`config.mk`:
```
export PLATFORM = sky130hd
export DESIGN_NAME = ddr3_cmd_scheduler
export DESIGN_NICKNAME = d
export VERILOG_FILES = /design/src/rtl/ddr3_cmd_scheduler.sv
export SDC_FILE = /design/constraint.sdc
export NUM_CORES = 1
export LEC_CHECK = 0
export ABC_AREA = 1
export ABC_CLOCK_PERIOD_IN_PS = 3300
export CAP_MARGIN = 10
export CORE_MARGIN = 1
export CORE_UTILIZATION = 55
export CTS_CLUSTER_SIZE = 8
export DETAILED_ROUTE_END_ITERATION = 12
export PLACE_DENSITY = 0.75
export SETUP_SLACK_MARGIN = 0.5
export SYNTH_ARGS = -nofsm -noshare
export SYNTH_HDL_FRONTEND = slang
export SYNTH_SLANG_ARGS = --single-unit
```
`constraint.sdc`:
```
create_clock -name clk -period 3.3 [get_ports clk]
set_clock_uncertainty 0.05 [all_clocks]
set_input_delay 0.825 -clock clk [delete_from_list [all_inputs] [get_ports clk]]
set_output_delay 0.825 -clock clk [all_outputs]
set_load 0.02 [all_outputs]
```
`src/rtl/ddr3_cmd_scheduler.sv`:
```
// ---------------------------------------------------------------------------
// ddr3_cmd_scheduler
//
// Two-port DDR3 command scheduler. It picks one scalar read/write request at a
// time (round-robin between the ports) and keeps an open-page row table for
// the 8 banks. It emits PRE/ACT/RD/WR on the shared command pins. Per-bank and
// global timers enforce tRCD, tRP, tRAS, tRRD and tCCD.
//
// Ports
//   clk          system clock, all logic on posedge
//   reset        asynchronous, active-low reset
//   ready        DDR3 init complete; no new request is locked while low
//   req_valid    per-port request valid (held until its req_ready pulse)
//   req_write    per-port direction, 1 = write
//   req_addr     port p uses [26p+25:26p] = {bank[2:0], row[12:0], col[9:0]}
//   req_ready    one-cycle pulse to the port whose RD/WR is on the pins
//   cs_bar, ras_bar, cas_bar, we_bar, BA, A   registered DDR3 command bus
//   issue_valid  pulses with every RD/WR
//   issue_write  1 when the issued column command is WR (0 otherwise)
//   issue_port   port of the issued column command (0 otherwise)
// ---------------------------------------------------------------------------
module ddr3_cmd_scheduler #(
  parameter int TRCD = 16,
  parameter int TRP  = 16,
  parameter int TRAS = 40,
  parameter int TRRD = 8,
  parameter int TCCD = 8,
  parameter int TW   = 6
) (
  input  logic        clk,
  input  logic        reset,
  input  logic        ready,
  input  logic [1:0]  req_valid,
  input  logic [1:0]  req_write,
  input  logic [51:0] req_addr,
  output logic [1:0]  req_ready,
  output logic        cs_bar,
  output logic        ras_bar,
  output logic        cas_bar,
  output logic        we_bar,
  output logic [2:0]  BA,
  output logic [12:0] A,
  output logic        issue_valid,
  output logic        issue_write,
  output logic        issue_port
);

  localparam logic [3:0] CMD_NOP = 4'b0111;
  localparam logic [3:0] CMD_ACT = 4'b0011;
  localparam logic [3:0] CMD_RD  = 4'b0101;
  localparam logic [3:0] CMD_WR  = 4'b0100;
  localparam logic [3:0] CMD_PRE = 4'b0010;

  localparam logic [TW-1:0] T_MAX = '1;
  localparam logic [TW-1:0] T_ONE = TW'(1);
  localparam logic [TW-1:0] T_RCD = TW'(TRCD);
  localparam logic [TW-1:0] T_RP  = TW'(TRP);
  localparam logic [TW-1:0] T_RAS = TW'(TRAS);
  localparam logic [TW-1:0] T_RRD = TW'(TRRD);
  localparam logic [TW-1:0] T_CCD = TW'(TCCD);

  typedef enum logic [1:0] {S_ARB, S_PRE, S_ACT, S_COL} state_t;

  state_t          state, state_n;

  // Timers are loaded with 1 on the edge that registers the command, so a
  // decision taken with age >= T puts the dependent command on the pins
  // exactly T cycles (or more) after the earlier one.
  logic [TW-1:0]   act_age [8];
  logic [TW-1:0]   pre_age [8];
  logic [TW-1:0]   last_act;
  logic [TW-1:0]   last_col;
  logic [7:0]      bank_open;
  logic [12:0]     open_row [8];
  logic            last_port;

  logic            lck_port;
  logic            lck_write;
  logic [2:0]      lck_bank;
  logic [12:0]     lck_row;
  logic [9:0]      lck_col;

  logic [3:0]      cmd_q, cmd_n;
  logic [2:0]      ba_n;
  logic [12:0]     a_n;
  logic [1:0]      rr_n;
  logic            iv_n, iw_n, ip_n;
  logic            lock, do_act, do_pre, do_col;

  logic [1:0]      elig;
  logic            win_port;
  logic [25:0]     sel_addr;
  logic [2:0]      sel_bank;
  logic [12:0]     sel_row;
  logic            sel_hit;

  function automatic logic [TW-1:0] sat_inc(input logic [TW-1:0] t);
    return (t == T_MAX) ? t : t + 1'b1;
  endfunction

  assign {cs_bar, ras_bar, cas_bar, we_bar} = cmd_q;

  // Arbitration. A port whose req_ready is pulsing this cycle is still
  // showing the request that was just served, so it is masked out.
  always_comb begin
    elig = req_valid & ~req_ready;
    if (elig == 2'b11) win_port = ~last_port;
    else               win_port = elig[1];
    sel_addr = win_port ? req_addr[51:26] : req_addr[25:0];
    sel_bank = sel_addr[25:23];
    sel_row  = sel_addr[22:10];
    sel_hit  = bank_open[sel_bank] && (open_row[sel_bank] == sel_row);
  end

  // Next state and next command
  always_comb begin
    state_n = state;
    cmd_n   = CMD_NOP;
    ba_n    = BA;
    a_n     = A;
    rr_n    = 2'b00;
    iv_n    = 1'b0;
    iw_n    = 1'b0;
    ip_n    = 1'b0;
    lock    = 1'b0;
    do_act  = 1'b0;
    do_pre  = 1'b0;
    do_col  = 1'b0;
    case (state)
      S_ARB: begin
        if (ready && (elig != 2'b00)) begin
          lock = 1'b1;
          if (!bank_open[sel_bank]) state_n = S_ACT;
          else if (sel_hit)         state_n = S_COL;
          else                      state_n = S_PRE;
        end
      end
      S_PRE: begin
        if (act_age[lck_bank] >= T_RAS) begin
          do_pre  = 1'b1;
          cmd_n   = CMD_PRE;
          ba_n    = lck_bank;
          a_n     = 13'd0;
          state_n = S_ACT;
        end
      end
      S_ACT: begin
        if ((pre_age[lck_bank] >= T_RP) && (last_act >= T_RRD)) begin
          do_act  = 1'b1;
          cmd_n   = CMD_ACT;
          ba_n    = lck_bank;
          a_n     = lck_row;
          state_n = S_COL;
        end
      end
      S_COL: begin
        if ((act_age[lck_bank] >= T_RCD) && (last_col >= T_CCD)) begin
          do_col         = 1'b1;
          cmd_n          = lck_write ? CMD_WR : CMD_RD;
          ba_n           = lck_bank;
          a_n            = {3'b000, lck_col};
          rr_n[lck_port] = 1'b1;
          iv_n           = 1'b1;
          iw_n           = lck_write;
          ip_n           = lck_port;
          state_n        = S_ARB;
        end
      end
      default: state_n = S_ARB;
    endcase
  end

  // Control registers, command outputs and timers
  always_ff @(posedge clk or negedge reset) begin
    if (!reset) begin
      state       <= S_ARB;
      cmd_q       <= CMD_NOP;
      BA          <= 3'd0;
      A           <= 13'd0;
      req_ready   <= 2'b00;
      issue_valid <= 1'b0;
      issue_write <= 1'b0;
      issue_port  <= 1'b0;
      last_port   <= 1'b1;
      bank_open   <= 8'h00;
      last_act    <= T_MAX;
      last_col    <= T_MAX;
      for (int b = 0; b < 8; b++) begin
        act_age[b] <= T_MAX;
        pre_age[b] <= T_MAX;
      end
    end else begin
      state       <= state_n;
      cmd_q       <= cmd_n;
      BA          <= ba_n;
      A           <= a_n;
      req_ready   <= rr_n;
      issue_valid <= iv_n;
      issue_write <= iw_n;
      issue_port  <= ip_n;
      if (do_col) last_port <= lck_port;
      if (do_act) bank_open[lck_bank] <= 1'b1;
      if (do_pre) bank_open[lck_bank] <= 1'b0;
      last_act <= do_act ? T_ONE : sat_inc(last_act);
      last_col <= do_col ? T_ONE : sat_inc(last_col);
      for (int b = 0; b < 8; b++) begin
        act_age[b] <= (do_act && (lck_bank == 3'(b))) ? T_ONE : sat_inc(act_age[b]);
        pre_age[b] <= (do_pre && (lck_bank == 3'(b))) ? T_ONE : sat_inc(pre_age[b]);
      end
    end
  end

  // Locked request and open-row table; only read while the matching
  // state / bank_open bit says they are valid.
  always_ff @(posedge clk) begin
    if (lock) begin
      lck_port  <= win_port;
      lck_write <= req_write[win_port];
      lck_bank  <= sel_bank;
      lck_row   <= sel_row;
      lck_col   <= sel_addr[9:0];
    end
    if (do_act) open_row[lck_bank] <= lck_row;
  end

endmodule
```
Word-level counts from Yosys, hierarchy flattened:

Memories as Yosys holds them, arrays and structs flattened.
Cells that the tools add are included.
W data, S select, Z words.

* reductions and logical operators: 28
* mux-type cells: 90
* $mul: 0
* $add $sub $neg: 18
* shift operators: 0
* bitwise operators: 7
* equality and inequality tests: 52
* $lt $le $gt $ge: 12
* div/mod/pow operators: 0

Operator list (number)
* $mux W6: 40
* $add A6 B1 Y6 const B: 18
* $eq A6 B6 Y1 const B: 18
* $ne A2 B2 Y1 const B: 20
* $mux W13: 3
* $pmux W13 S3: 1
* $bmux W6 S3: 2
* $mux W26: 1
* $logic_and A1 B1 Y1: 22
* $mux W1: 21
* $mux W2: 9
* $pmux W3 S3: 2
* $mux W8: 2
* $mux W3: 5
* $eq A13 B13 Y1: 1
* $eq A3 B3 Y1 const B: 4
* $ge A6 B4 Y1 const B: 2
* $ge A6 B5 Y1 const B: 2
* $and A8 B8 Y8: 1
* $lt A3 B4 Y1 const B: 2
* $not A8 Y8: 1
* $or A8 B8 Y8: 1
* $pmux W2 S4: 1
* $reduce_and A4 Y1: 2
* 21 further kinds: 26

* bits in latches: 0
* memories kept: 1
* flip-flop bits (word level): 172
* input port bits: 59
* RAM bits: 104
* bits in read-only memories: 0

Memory list
* open_row: depth 8, width 13, read ports 1, clocked after memory_dff 0, wr ports 1, RTL line 74 `logic [12:0] open_row [8];`

Longest topological paths before layout:

* depth after elaboration: 12
* gate-level depth with buffers: 20
* mapped depth without buffers: 18

Least setup slack after synthesis:

No wires, ideal clock.

* kind: in2reg
* start point: input port req_valid[1]
* end point: register lck_bank[0] (enable)
* data required time: 2837 ps
* path slack: 515 ps
* cell stages on the path: 4
* arrival: 2322 ps
* path through: inv_1 > nor2_4 > o21ai_0 > nor2_1

* longest elaborated chain between the ends: 5

RTL lines
* start, declared: RTL line 33 `input logic [1:0] req_valid,`
* $and A2 B2 Y2: RTL line 106 `elig = req_valid & ~req_ready;`
* $reduce_bool A2 Y1: RTL line 131 `if (ready && (elig != 2'b00)) begin`
* $logic_and A1 B1 Y1: RTL line 131
* $mux W1: RTL line 131
* $mux W1: RTL line 129 `case (state)`
* net lock: RTL line 88 `logic lock, do_act, do_pre, do_col;`
* end signal, assigned: RTL line 219 `lck_bank <= sel_bank;`
* end, declared: RTL line 79 `logic [2:0] lck_bank;`

The timed path passes the listed nets, and every way through them passes these cells.
A chain may end at the register's enable or synchronous reset.

Worst setup path after layout:

* start point: register lck_bank[0]
* end point: register last_act[1]

* longest elaborated chain between the ends: 9

RTL lines
* $not A3 Y4 (not written as such) *: RTL line 148 `if ((pre_age[lck_bank] >= T_RP) && (last_act >= T_RRD)) begin`
* $bmux W6 S3 *: RTL line 148
* $mux W6 (not written as such) * (2 in a row): RTL line 148
* $ge A6 B5 Y1 *: RTL line 148
* $logic_and A1 B1 Y1 *: RTL line 148
* $mux W1 *: RTL line 148
* $mux W1 *: RTL line 129
* $ne A2 B1 Y1 (no source line) / $mux W6 (equally long branches)
* end signal, assigned: RTL line 204 `last_act <= do_act ? T_ONE : sat_inc(last_act);`
* end, declared: RTL line 71 `logic [TW-1:0] last_act;`

Every way passes the cells marked *; elsewhere a longest branch is shown, timed or not. The select of a mux whose other input is x is not followed.

==> summary.txt <==
Clock network
  • TritonCTS buffer count: 40
  • Clock slew at reported path FFs: about 50 ps
  • Sink Count: 274
  • # H-tree levels: 2
  • Clk_lat worst skew: between 500 and 600 ps
  • Max Buffers Root-to-Sink: 3
  • Root buffer cell: clkbuf_16
  • CTS tree: done
  • Post-CTS Hold Fix Bufs: 0

Critical path
  • FF-to-FF Start: lck_bank[0]$_DFFE_PP_
  • Critical path data arrival time: approximately 3100 ps
  • Worst Path Required: ~3700 ps
  • CP Launch Point: lck_bank[0]$_DFFE_PP_
  • Setup crit start kind: register
  • CP Class: reg2reg
  • Worst Setup End Kind: register
  • Peak fanout along the critical path: 9

Synthesis
  • Unique masters post-synth: 46
  • Synth Flop Type: edfxtp_1
  • Synth Instances: between 1000 and 1500
  • Syn_area_per_cell: roughly 9.2 µm²
  • EDFF count, synth: ~130
  • Synth Net Count: between 1500 and 2000
  • Synth warn: 0
  • Seq cells post-synth: between 200 and 300
  • Sequential area share after synthesis: between 50% and 60%
  • Async SR Flop Fraction: 51.8%
  • Mapped Area: approximately 13000 µm²

Detailed routing
  • Routed WL per cell: 16.4 µm
  • Iteration-0 DRC Markers: roughly 760
  • Routed WL: 31500 µm
  • Antenna Nets Post-Route: 0
  • DR pass1 iterations: 6
  • Via Count: slightly above 10000
  • # DRC: 0
  • DR vias/cell: 5.33

Timing
  • Period Utilization, post-route: 80.7%
  • Fin. Hold Viols: 0
  • F_max: approximately 0.38 GHz
  • RSZ-0062 raised after global routing: true
  • Hold_ws: between 200 and 300 ps
  • Pins over their slew limit: 0
  • Min cycle time layout: 2660 ps
  • Max_slew headroom: 54.5%
  • Worst Tran Pin Value: approximately 700 ps
  • Endpoints failing setup: 0
  • Setup TNS: 0 ps

Placed design
  • # port buffers: slightly above 80
  • HPWL after DPL: roughly 21000 µm
  • GPL Wtd Cong: 0.863

Cells and area
  • Diode count: 0
  • Most common cell after layout, fill and taps aside: nand2_1
  • Layout overhead on the synthesized area: 19.9%
  • Share of cells above drive strength 1: about 15%
  • Leading cell types in the layout, fill and taps excluded: 374 x nand2_1, 211 x inv_1, 139 x nand3_1
  • NumNets Final: approximately 1700

Power
  • P per Cell Area: roughly 920 nW/µm²
  • NetSw: ~5200 µW
  • Combinational fraction of design power: about a third
  • Sequential fraction of design power: roughly two fifths
  • Switching Fraction: between 30% and 40%
  • Pleak: 0.00722 µW
  • Cell Int Power: approximately 9500 µW
  • Peak supply drop: about 0.58 mV
  • Power share of the clock group: between 20 and 30%

Floorplan
  • Starting Density: between 50% and 60%
  • CORE AREA: between 20000 and 25000 µm²
  • # IOs: between 80 and 90
  • Die H: about 160 µm
  • Die Footprint: 24800 µm²
  • Die width: roughly 160 µm
  • Std-Cell Rows: 56

Global routing
  • Gr usage total: 25.9%
  • Vias in the first global route: approximately 10000
  • Largest net degree at the start of global routing: 72
  • GRT overflow: 0
  • Initial antenna violation count: 0
  • First-pass GRT wire length: 49100 µm

Job
  • Max Cap Viol: 0

Hold path
  • Class of the most critical hold timing path: in2async

Status
  • Run status: finished clean
[path summary, 6_finish.rpt]
path / cells after the start / to / slack (ps)
hold reg to reg: 1 / req_ready[0]$_DFF_PN0_ / 380
setup reg to reg: 13 / last_act[1]$_DFFE_PN1P_ / 640
setup / recovery: 13 / last_act[1]$_DFFE_PN1P_ / 640
hold / removal: 1 / bank_open[4]$_DFF_PN0_ / 290
min in group clk: 1 / req_ready[0]$_DFF_PN0_ / 380
max in group asynchronous: 2 / pre_age[23]$_DFFE_PN1P_ / 2160
[stage by stage]
| stage | power (µW) | cells | utilization (%) | instance area [µm²] | setup WS (ps) |
|---|---|---|---|---|---|
| floorplan | 9310 | 1437 | - | 13300 | 515 |
| global placement | 10500 | 1837 | 61.9 | 14600 | 106 |
| detailed placement | 10700 | 1837 | 61.9 | 14600 | 3.18 |
| CTS | 14600 | 1909 | 67.0 | 15800 | 550 |
| global route | 15600 | 1916 | 67.6 | 15900 | 464 |
| finish | 14700 | 1916 | 67.6 | 15900 | 637 |
[synthesized netlist by cell type, types with 2 or more instances]
master	count	area (µm²)
buf_6	7	78.8
dfstp_2	112	2940
a22o_1	10	87.6
o22ai_1	3	18.8
nor3_1	16	80.1
o211ai_1	9	67.6
nand3_2	3	30.0
mux2_2	4	45.0
ha_1	25	313
nor2_4	2	22.5
nand2_1	379	1420
buf_4	8	60.1
edfxtp_1	132	3960
inv_2	7	26.3
xor2_1	39	342
inv_1	211	792
nand3_1	139	696
dfrtp_1	30	751
o21ai_1	4	20.0
and3_1	5	31.3
o21ai_4	2	32.5
nand3b_1	7	52.6
o221ai_1	3	26.3
o31ai_1	6	45.0
o21ai_0	65	325
clkbuf_1	4	15.0
xnor2_1	7	61.3
a211oi_1	10	75.1
buf_2	10	50.1
a21oi_1	26	130
nor2_1	120	450
nand2_2	10	62.6
nand4_1	3	18.8
o21a_1	2	15.0
a31oi_1	6	37.5
[timing repair]
action | CTS | global route
pin swaps | 1 | 2
gates cloned | 0 | 3
endpoints found under the setup margin | 26 | 127
gates resized for setup | 1 | 18
setup buffers | 2 | 4
[cell families after synthesis]
group	Yosys count	synth area share [%]
other	1	0.0283
buffers and inverters	249	7.76
muxes	4	0.339
adders and majority gates	25	2.36
and+or+nand+nor	690	22.0
DFF	274	57.7
AOI/OAI and AO/OA	148	6.77
xor gates and xnor gates	46	3.04
[power groups by stage]
stage / registers [µW] / clock network, µW / logic [µW]
floorplan: 5900 / 0 / 3410
global placement: 5970 / 0 / 4530
detailed placement: 6010 / 0 / 4730
CTS: 5990 / 3830 / 4790
global route: 6130 / 3970 / 5530
finish: 6000 / 3790 / 4880
[layout make-up]
cell class                 instances  area [µm²]
clock buffer                      68        1150
inverter                         219         830
sequential                       274        7660
multi-input combinational        915        4630
fill                            1785        7620
tap                              319         399
clock inverter                     2        25.0
timing repair buffer             119        1230
[worst max-delay path, stage by stage, from the launching register on]
cell and delay (ps):
edfxtp_1 480, buf_4 180, nand2_2 180, a21oi_1 70
nor2_1 310, nand4_1 140, o311ai_1 200, nor2_4 150
buf_4 170, buf_4 130, inv_1 140, nand2_1 120
a31oi_1 190, inv_1 60
[layer usage]
layer / GRT usage (%) / vias to the layer above / routed length (µm)
li1: - / 4931 / -
met1: 34.6 / 4877 / 13400
met2: 42.9 / 353 / 15100
met3: 5.07 / 59 / 2170
met4: 7.63 / 0 / 733
met5: 0 / - / 0
[flip-flops by register name (all words and copies together) (netlist names), 2 cells and up]
register / cells
pre_age: 48
A: 13
BA: 3
last_act: 6
bank_open: 8
open_row: 104
cmd_q: 3
lck_col: 10
state: 2
act_age: 48
lck_row: 13
lck_bank: 3
last_col: 6
Note: power is estimated with default switching activity, not from simulation.
